[src/rtl/game_flow_ctrl_pkg.sv]
// Shared definitions for the minesweeper game flow controller: screen state codes
// and default difficulty/timer constants.
package game_flow_ctrl_pkg;

  localparam int unsigned STATE_W = 3;

  typedef enum logic [STATE_W-1:0] {
    GAME_START   = 3'd0,
    GAME_MAP_GEN = 3'd1,
    GAME_PLAY    = 3'd2,
    GAME_VICTORY = 3'd3,
    GAME_FAIL    = 3'd4,
    GAME_ERROR   = 3'd5,
    GAME_PAUSE   = 3'd6
  } game_state_e;

  localparam int unsigned DEF_DIFF_W     = 4;
  localparam int unsigned DEF_LVL_W      = 2;
  localparam int unsigned DEF_CNT_W      = 6;
  localparam int unsigned DEF_MINE_BASE  = 10;
  localparam int unsigned DEF_MINE_STEP  = 5;
  localparam int unsigned DEF_TIMER_W    = 10;
  localparam int unsigned DEF_TICK_DIV   = 100000000;
  localparam int unsigned DEF_TIME_LIMIT = 0;

endpackage

[src/rtl/game_flow_ctrl_if.sv]
// Game-side bundle: board result in, screen state / generator handshake / timer status out.
interface game_flow_ctrl_if #(
  parameter int unsigned LVL_W   = 2,
  parameter int unsigned CNT_W   = 6,
  parameter int unsigned TIMER_W = 10
);
  import game_flow_ctrl_pkg::*;

  logic [1:0]         play_end_i;
  logic [STATE_W-1:0] screen_state_o;
  logic [LVL_W-1:0]   level_o;
  logic [CNT_W-1:0]   mine_num_o;
  logic               gen_start_o;
  logic               gen_active_o;
  logic [TIMER_W-1:0] elapsed_o;
  logic               timeout_o;

  modport master (
    input  play_end_i,
    output screen_state_o, level_o, mine_num_o, gen_start_o, gen_active_o, elapsed_o, timeout_o
  );

  modport slave (
    output play_end_i,
    input  screen_state_o, level_o, mine_num_o, gen_start_o, gen_active_o, elapsed_o, timeout_o
  );

endinterface

[src/rtl/game_flow_ctrl_timer.sv]
// Play timer: tick prescaler plus saturating seconds counter with optional limit compare.
module game_timer #(
  parameter int unsigned TIMER_W    = 10,
  parameter int unsigned TICK_DIV   = 100000000,
  parameter int unsigned TIME_LIMIT = 0
) (
  input  logic               clk,
  input  logic               rst,
  input  logic               clear,
  input  logic               enable,
  output logic [TIMER_W-1:0] elapsed,
  output logic               limit_hit
);

  localparam int unsigned PRE_W = (TICK_DIV > 1) ? $clog2(TICK_DIV) : 1;
  localparam logic [PRE_W-1:0]   PRE_LAST = PRE_W'(TICK_DIV - 1);
  localparam logic [TIMER_W-1:0] LIMIT    = TIMER_W'(TIME_LIMIT);

  logic [PRE_W-1:0]   presc_q;
  logic [TIMER_W-1:0] elapsed_q;

  // Prescaler simply holds when disabled, so a paused partial second is kept.
  always_ff @(posedge clk) begin
    if (rst || clear) begin
      presc_q   <= '0;
      elapsed_q <= '0;
    end else if (enable) begin
      if (presc_q == PRE_LAST) begin
        presc_q <= '0;
        if (elapsed_q != '1) begin
          elapsed_q <= elapsed_q + 1'b1;
        end
      end else begin
        presc_q <= presc_q + 1'b1;
      end
    end
  end

  assign elapsed   = elapsed_q;
  assign limit_hit = (TIME_LIMIT != 0) && (elapsed_q == LIMIT);

endmodule

[src/rtl/game_flow_ctrl.sv]
// Top-level minesweeper screen state machine: difficulty decode, map generation handshake,
// play/pause/result sequencing and per-second play timer.
module game_flow_ctrl
  import game_flow_ctrl_pkg::*;
#(
  parameter int unsigned DIFF_W     = DEF_DIFF_W,
  parameter int unsigned LVL_W      = DEF_LVL_W,
  parameter int unsigned CNT_W      = DEF_CNT_W,
  parameter int unsigned MINE_BASE  = DEF_MINE_BASE,
  parameter int unsigned MINE_STEP  = DEF_MINE_STEP,
  parameter int unsigned TIMER_W    = DEF_TIMER_W,
  parameter int unsigned TICK_DIV   = DEF_TICK_DIV,
  parameter int unsigned TIME_LIMIT = DEF_TIME_LIMIT
) (
  input  logic              clk,
  input  logic              rst,
  input  logic              mid_button_i,
  input  logic              pause_button_i,
  input  logic [DIFF_W-1:0] difficulty_i,
  game_flow_ctrl_if.master  game
);

  game_state_e      state_q, state_d;
  logic             mid_q, pause_q;
  logic             mid_press, pause_press;
  logic [LVL_W-1:0] lvl_dec, level_q;
  logic [CNT_W-1:0] mine_dec, mine_q;
  logic [CNT_W-1:0] gen_cnt_q;
  logic             gen_start_q, gen_active_q, timeout_q;
  logic             timeout_set, enter_gen, limit_hit;

  assign mid_press   = mid_button_i & ~mid_q;
  assign pause_press = pause_button_i & ~pause_q;

  // Highest set switch wins; all-zero falls through to level 0.
  always_comb begin
    lvl_dec = '0;
    for (int unsigned i = 0; i < DIFF_W; i++) begin
      if (difficulty_i[i]) lvl_dec = LVL_W'(i);
    end
    mine_dec = CNT_W'(MINE_BASE + MINE_STEP * 32'(lvl_dec));
    if (mine_dec == '0) mine_dec = CNT_W'(1);
  end

  always_comb begin
    state_d     = state_q;
    timeout_set = 1'b0;
    case (state_q)
      GAME_START:   if (mid_press) state_d = GAME_MAP_GEN;
      GAME_MAP_GEN: if (gen_cnt_q == mine_q - 1'b1) state_d = GAME_PLAY;
      GAME_PLAY: begin
        if (game.play_end_i == 2'b11) begin
          state_d = GAME_ERROR;
        end else if (game.play_end_i == 2'b10) begin
          state_d = GAME_VICTORY;
        end else if (game.play_end_i == 2'b01) begin
          state_d = GAME_FAIL;
        end else if (limit_hit) begin
          state_d     = GAME_FAIL;
          timeout_set = 1'b1;
        end else if (pause_press) begin
          state_d = GAME_PAUSE;
        end
      end
      GAME_PAUSE: begin
        if (mid_press) begin
          state_d = GAME_START;
        end else if (pause_press) begin
          state_d = GAME_PLAY;
        end
      end
      GAME_VICTORY, GAME_FAIL, GAME_ERROR: if (mid_press) state_d = GAME_START;
      default: state_d = GAME_ERROR;
    endcase
  end

  assign enter_gen = (state_q == GAME_START) && (state_d == GAME_MAP_GEN);

  // Histories reset high so a button held through reset is not seen as a press.
  always_ff @(posedge clk) begin
    if (rst) begin
      state_q      <= GAME_START;
      mid_q        <= 1'b1;
      pause_q      <= 1'b1;
      level_q      <= '0;
      mine_q       <= CNT_W'(MINE_BASE);
      gen_cnt_q    <= '0;
      gen_start_q  <= 1'b0;
      gen_active_q <= 1'b0;
      timeout_q    <= 1'b0;
    end else begin
      state_q      <= state_d;
      mid_q        <= mid_button_i;
      pause_q      <= pause_button_i;
      gen_start_q  <= enter_gen;
      gen_active_q <= (state_d == GAME_MAP_GEN);
      if (enter_gen) begin
        level_q   <= lvl_dec;
        mine_q    <= mine_dec;
        gen_cnt_q <= '0;
      end else if (state_q == GAME_MAP_GEN) begin
        gen_cnt_q <= gen_cnt_q + 1'b1;
      end
      if (timeout_set) begin
        timeout_q <= 1'b1;
      end else if (state_d != GAME_FAIL) begin
        timeout_q <= 1'b0;
      end
    end
  end

  game_timer #(
    .TIMER_W   (TIMER_W),
    .TICK_DIV  (TICK_DIV),
    .TIME_LIMIT(TIME_LIMIT)
  ) u_timer (
    .clk      (clk),
    .rst      (rst),
    .clear    (enter_gen),
    .enable   (state_q == GAME_PLAY),
    .elapsed  (game.elapsed_o),
    .limit_hit(limit_hit)
  );

  assign game.screen_state_o = state_q;
  assign game.level_o        = level_q;
  assign game.mine_num_o     = mine_q;
  assign game.gen_start_o    = gen_start_q;
  assign game.gen_active_o   = gen_active_q;
  assign game.timeout_o      = timeout_q;

endmodule
[src/flat_wrapper.sv]
// flat-port wrapper written by rule: the top's interface ports become plain ports
module game_flow_ctrl_flat import game_flow_ctrl_pkg::*;
#(
  parameter int unsigned DIFF_W     = DEF_DIFF_W,
  parameter int unsigned LVL_W      = DEF_LVL_W,
  parameter int unsigned CNT_W      = DEF_CNT_W,
  parameter int unsigned MINE_BASE  = DEF_MINE_BASE,
  parameter int unsigned MINE_STEP  = DEF_MINE_STEP,
  parameter int unsigned TIMER_W    = DEF_TIMER_W,
  parameter int unsigned TICK_DIV   = DEF_TICK_DIV,
  parameter int unsigned TIME_LIMIT = DEF_TIME_LIMIT
)
  (clk, rst, mid_button_i, pause_button_i, difficulty_i, game_play_end_i, game_screen_state_o, game_level_o, game_mine_num_o, game_gen_start_o, game_gen_active_o, game_elapsed_o, game_timeout_o);
  game_flow_ctrl_if #(.LVL_W(LVL_W), .CNT_W(CNT_W), .TIMER_W(TIMER_W)) game_i ();
  input  logic clk;
  input  logic rst;
  input  logic mid_button_i;
  input  logic pause_button_i;
  input  logic [DIFF_W-1:0] difficulty_i;
  input wire logic [$bits(game_i.play_end_i)-1:0] game_play_end_i;
  output wire logic [$bits(game_i.screen_state_o)-1:0] game_screen_state_o;
  output wire logic [$bits(game_i.level_o)-1:0] game_level_o;
  output wire logic [$bits(game_i.mine_num_o)-1:0] game_mine_num_o;
  output wire logic [$bits(game_i.gen_start_o)-1:0] game_gen_start_o;
  output wire logic [$bits(game_i.gen_active_o)-1:0] game_gen_active_o;
  output wire logic [$bits(game_i.elapsed_o)-1:0] game_elapsed_o;
  output wire logic [$bits(game_i.timeout_o)-1:0] game_timeout_o;
  assign game_i.play_end_i = game_play_end_i;
  assign game_screen_state_o = game_i.screen_state_o;
  assign game_level_o = game_i.level_o;
  assign game_mine_num_o = game_i.mine_num_o;
  assign game_gen_start_o = game_i.gen_start_o;
  assign game_gen_active_o = game_i.gen_active_o;
  assign game_elapsed_o = game_i.elapsed_o;
  assign game_timeout_o = game_i.timeout_o;
  game_flow_ctrl #(.DIFF_W(DIFF_W), .LVL_W(LVL_W), .CNT_W(CNT_W), .MINE_BASE(MINE_BASE), .MINE_STEP(MINE_STEP), .TIMER_W(TIMER_W), .TICK_DIV(TICK_DIV), .TIME_LIMIT(TIME_LIMIT)) u_core (.clk(clk), .rst(rst), .mid_button_i(mid_button_i), .pause_button_i(pause_button_i), .difficulty_i(difficulty_i), .game(game_i));
endmodule
[config.mk]
export PLATFORM = sky130hd
export DESIGN_NAME = game_flow_ctrl_flat
export DESIGN_NICKNAME = d
export VERILOG_FILES = /design/src/rtl/game_flow_ctrl_pkg.sv /design/src/rtl/game_flow_ctrl_if.sv /design/src/rtl/game_flow_ctrl_timer.sv /design/src/rtl/game_flow_ctrl.sv /design/src/flat_wrapper.sv
export SDC_FILE = /design/constraint.sdc
export NUM_CORES = 1
export LEC_CHECK = 0
export BUFFER_PORTS_ARGS = -buffer_cell sky130_fd_sc_hd__clkbuf_2
export CAP_MARGIN = 10
export CORE_MARGIN = 3
export CORE_UTILIZATION = 35
export CTS_BUF_LIST = sky130_fd_sc_hd__clkbuf_8 sky130_fd_sc_hd__clkbuf_16
export CTS_CLUSTER_DIAMETER = 80
export DETAILED_ROUTE_END_ITERATION = 6
export GPL_ROUTABILITY_DRIVEN = 0
export REMOVE_ABC_BUFFERS = 1
export SETUP_SLACK_MARGIN = 0.1
export SLEW_MARGIN = 20
export SYNTH_ARGS = -nofsm -noshare
export SYNTH_HDL_FRONTEND = slang
export SYNTH_SLANG_ARGS = --single-unit
[constraint.sdc]
create_clock -name clk -period 3 [get_ports clk]
set_input_delay 0.45 -clock clk [delete_from_list [all_inputs] [get_ports clk]]
set_output_delay 0.45 -clock clk [all_outputs]
set_load 0.005 [all_outputs]
# --- Word level (Yosys, flattened, before mapping) ---
# Index checks and enable logic that the tools add are counted.
# Widths: inputs -> output; s select.
word_totals:
  ff_bits: 58
  out_inout_bits: 24
  word_cells: 55
  in_bits: 10
op_classes:
  mul: 1
  addsub: 5
  n_mux: 15
  bitwise_logic: 4
  n_reduce_logical: 7
  eq_ne: 13
ops:
  columns: ["op", "n"]
  rows:
  - ["$add 27x1->27 const B", 1]
  - ["$eq 27x27->1 const B", 1]
  - ["$mux 27", 1]
  - ["$mux 3", 9]
  - ["$pmux 3 s5", 1]
  - ["$add 10x1->10 const B", 1]
  - ["$ne 10x10->1 const B", 1]
  - ["$eq 3x3->1 const B", 3]
  - ["$add 4x5->6 const A", 1]
  - ["$add 6x1->6 const B", 1]
  - ["$eq 3x1->1 const B", 2]
  - ["$eq 3x2->1 const B", 2]
  - ["$eq 6x6->1", 1]
  - ["$logic_not 6->1", 1]
  - ["$mux 6", 1]
  - ["$sub 6x1->6 const B", 1]
  - ["$mul 3x2->5 const A", 1]
  - ["$eq 2x2->1 const B", 2]
  - ["$mux 2", 2]
  - ["$logic_not 3->1", 1]
  - ["$reduce_and 3->1", 1]
  - ["$reduce_or 3->1", 1]
  - ["$and 1x1->1", 2]
  - ["$eq 2x1->1 const B", 1]
  - ["other kinds (5)", 6]

# --- Longest topological paths before layout ---
depth:
  depth_word: 10
  depth_mapped: 7
  depth_no_buf: 7

# --- Modules after synthesis ---
# Synthesis repeated with hierarchy kept, for this count alone.
unflattened:
  hier_cells: 330
  hier_area_um2: 2922.8
modules_own_cells:
  columns: ["module", "instances", "area_each_um2", "seq_area_each_um2", "cells_each"]
  rows:
  - ["game_timer", 1, 1759.2, 740.7, 200]
  - ["game_flow_ctrl", 1, 1163.6, 420.4, 130]

# --- Worst setup path before layout ---
# OpenSTA, ideal clock, no wires.
synth_timing:
  kind: "register to register"
  startpoint: "reg u_core.mine_q[0], in the netlist u_core.game.mine_num_o[0]"
  endpoint: "reg u_core.gen_active_q, in the netlist u_core.game.gen_active_o"
  n_path_buf: 0
  period_less_slack_ps: 1985
  setup_slack_ps: 1015
  t_required_ps: 2882
  arrival_time_ps: 1868
  path_stages_with_launch: 8
  setup_ps: 118
  cell_sequence: "dfxtp_1 inv_1 ha_1 or3b_1 a211o_1 nor4_1 a21boi_0 o2111a_1"
synth_between:
  elab_chain_cells: 5
synth_rtl:
  columns: ["element", "line", "rtl"]
  rows:
  - ["start, declared", "game_flow_ctrl.sv:27", "logic [CNT_W-1:0] mine_dec, mine_q;"]
  - ["start signal, assigned", "game_flow_ctrl.sv:86", "mine_q <= CNT_W'(MINE_BASE);"]
  - ["start signal, assigned", "game_flow_ctrl.sv:99", "mine_q <= mine_dec;"]
  - ["$sub 6x1->6", "game_flow_ctrl.sv:50", "GAME_MAP_GEN: if (gen_cnt_q == mine_q - 1'b1) state_d = GAME_PLAY;"]
  - ["$eq 6x6->1", "game_flow_ctrl.sv:50", null]
  - ["$mux 3", "game_flow_ctrl.sv:50", null]
  - ["$pmux 3 s5", "game_flow_ctrl.sv:48", "case (state_q)"]
  - ["$eq 3x1->1", "game_flow_ctrl.sv:96", "gen_active_q <= (state_d == GAME_MAP_GEN);"]
  - ["end signal, assigned", "game_flow_ctrl.sv:96", null]
  - ["end, declared", "game_flow_ctrl.sv:29", "logic gen_start_q, gen_active_q, timeout_q;"]
# Every way passes these cells.
# A chain may end at the register's enable or synchronous reset.

# --- Worst setup path in the final report ---
# Same ends and word-level chain as after synthesis.

==> flow_summary.json <==
{
  "cts_made_buffers": 9,
  "setup_violations": 0,
  "finalWirelength_um": 5612,
  "cts_max_level": 3,
  "antenna_left": 0,
  "drive_gt1_share_pct": 16.11,
  "grt_max_degree": 25,
  "slew-limit-headroom_pct": 52.40,
  "path_cells": "inv_1 > ha_1 > or3b_1 > a211o_1 > nor4_1 > a21boi_0 > o2111a_1",
  "cp.arrival_ns": 2.48,
  "syn-cell-area_um2": 2823,
  "skew_ns": 0.01173,
  "dpl-instance-area_um2": 3052,
  "drt_iter0_markers": 85,
  "drv_slew": 0,
  "synth_sequential_area_ratio_pct": 40.43,
  "required_ns": 3.21,
  "grt.overflow.total": 0,
  "drc": 0,
  "power_density_nw_per_um2": 477.5,
  "finalInstanceArea_um2": 3248,
  "slowest_stage": "nor4_1",
  "critPathMaxStageDelay_ns": 0.42,
  "clk_path_buf_depth": 2,
  "rsz0062_at_grt": "false",
  "crit_family": "compound AO/OA/AOI/OAI gates",
  "avgViaCountPerCell": 5.061,
  "p_total_uw": 1551,
  "dp_cells": 446,
  "fillCellCount": 794,
  "crit_buf_inv": 1,
  "switching_share_pct": 22.68,
  "tightest_slew_ns": 0.7122,
  "synth_edf_count": 0,
  "cts_tree": "yes",
  "fmax_ghz": 0.4408,
  "start_util_pct": 36.34,
  "syn_avg_cell_area_um2": 8.685,
  "mostFrequentLayoutCells": "dfxtp_1 (57), nor2_1 (43), clkbuf_2 (30)",
  "wl_per_cell_um": 12.15,
  "whs_path_depth": 2,
  "reg2reg_depth": 7,
  "drv_cap": 0,
  "grt.total_usage_pct": 13.10,
  "power_frac_comb_pct": 4.9,
  "ys_async_sr_fraction_pct": 0,
  "chipWidth_um": 95.81,
  "dp_hpwl_um": 3954,
  "ys.flop_type": "dfxtp_1",
  "coreArea_um2": 7767,
  "dr.pass1.iters": 4,
  "cp_max_fo": 4,
  "numPortBuffers": 30,
  "syn-instance-count": 325,
  "place_ws_ns": 0.7277,
  "die-area_um2": 9179,
  "ys_ff_latch": 57,
  "cts.sinks": 57,
  "period_share_pct": 75.62,
  "rows": 32,
  "hold_path_class": "input port to flip-flop",
  "status": "finished clean",
  "final.setup.worst_slack_ns": 0.7314,
  "fin_setup_tns_ns": 0,
  "p_switching_uw": 351.8,
  "hold_viol_final": 0,
  "crit_cells": 7,
  "grt_antenna_before_repair": 0,
  "layout_commonest_cell": "dfxtp_1",
  "clk_pin_slew_worst_paths_ns": 0.07,
  "seqPwrFrac_pct": 50.1,
  "grt_pass1_wl_um": 9549,
  "fin_crit_ns": 2.269,
  "cts_root_buf": "clkbuf_8",
  "final_cells": 462,
  "ys_types": 49,
  "vias": 2338,
  "vdd_drop_max_uv": 209.5,
  "ios": 34,
  "p_int_uw": 1199,
  "cts.repair.resized": 0,
  "yosysWarnings": 0,
  "start_kind": "flip-flop",
  "cts_setup_buffers": 0,
  "crit_path_end_kind": "flip-flop",
  "cellLeakagePower_uw": 0.001248,
  "worstSetupPathType": "flip-flop to flip-flop",
  "grt_pass1_vias": 2138,
  "clk_latency_ns": 0.33,
  "cts_hold_buf": 0,
  "nets": 370,
  "n_antenna_cell": 0,
  "pwr-share-clk_pct": 45.0,
  "die_h_um": 95.81,
  "areaGrowthSynthToFinish_pct": 15.07
}
Yosys cell counts (7+ instances only):
cell type | n | area, µm²
a21oi_1 | 16 | 80.08
dfxtp_1 | 57 | 1141
inv_1 | 10 | 37.54
nand2_1 | 28 | 105.1
nand3_1 | 16 | 80.08
nand4_1 | 13 | 81.33
nor2_1 | 43 | 161.4
nor4_1 | 9 | 56.30
o21ai_0 | 7 | 35.03
xnor2_1 | 11 | 96.34
xor2_1 | 24 | 210.2
kinds of logic after synthesis:
group	after synthesis	share of synthesized area, %
and+or+nand+nor	152	30.54
buffers and inverters	24	3.723
muxes	1	0.3546
other	1	0.1329
xor gates and xnor gates	35	10.86
adders and majority gates	5	2.216
DFF	57	40.43
AOI/OAI and AO/OA	50	11.75
area by class of cell:
class                   instances  area [µm²]  share of cell area, %
inverters                      10       37.54                  1.156
repair buffers                 32       165.2                  5.085
well taps                     102       127.6                  3.929
clock buffers                  10       137.6                  4.237
multi-input cells             245        1580                  48.65
clock inverters                 6       58.81                  1.810
flip-flops and latches         57        1141                  35.13
through the flow:
step                      hold WS [ns]  utilization, %
final                           0.3331           41.82
after global routing            0.3309           41.82
after CTS                       0.3200           41.82
after detailed placement        0.4568           39.29
after global placement          0.4491           39.29
after floorplan                 0.4488               -
registers in the layout, indices dropped and copies added (netlist names):
signal,flops
u_core.game.level_o,2
u_core.game.gen_active_o,1
u_core.mid_q,1
u_core.game.gen_start_o,1
u_core.game.screen_state_o,3
u_core.u_timer.elapsed,10
u_core.game.mine_num_o,5
u_core.u_timer.presc_q,27
u_core.gen_cnt_q,6
u_core.pause_q,1
path summary, 6_finish.rpt:
path / startpoint / end / slack (ns)
worst max-delay path: u_core.game.mine_num_o[0] / u_core.game.gen_active_o / 0.73
worst max register to register: u_core.game.mine_num_o[0] / u_core.game.gen_active_o / 0.73
worst min register to register: u_core.game.level_o[1] / u_core.game.level_o[1] / 0.47
worst min-delay path: mid_button_i / u_core.mid_q / 0.33
power groups by stage:
stage               Combinational (µW)  Sequential, µW  Clock (µW)
global placement                  75.5             794           0
CTS                               77.4             777         721
detailed placement                76.7             794           0
finish                            75.4             777         699
global route                      86.4             778         755
floorplan                         46.9             793           0
worst register-to-register path, stage by stage, from the launching register on:
cell	delay, ns
dfxtp_1	0.35
inv_1	0.08
ha_1	0.17
or3b_1	0.34
a211o_1	0.30
nor4_1	0.42
a21boi_0	0.21
o2111a_1	0.29
per-layer routing:
| layer | share of wire [%] | global-route usage [%] |
|---|---|---|
| met1 | 50 | 16.75 |
| met2 | 46 | 20.79 |
| met3 | 2.6 | 3.049 |
| met4 | 1.5 | 6.161 |
| met5 | 0 | 0 |
Power figures use the tool's default switching activity.
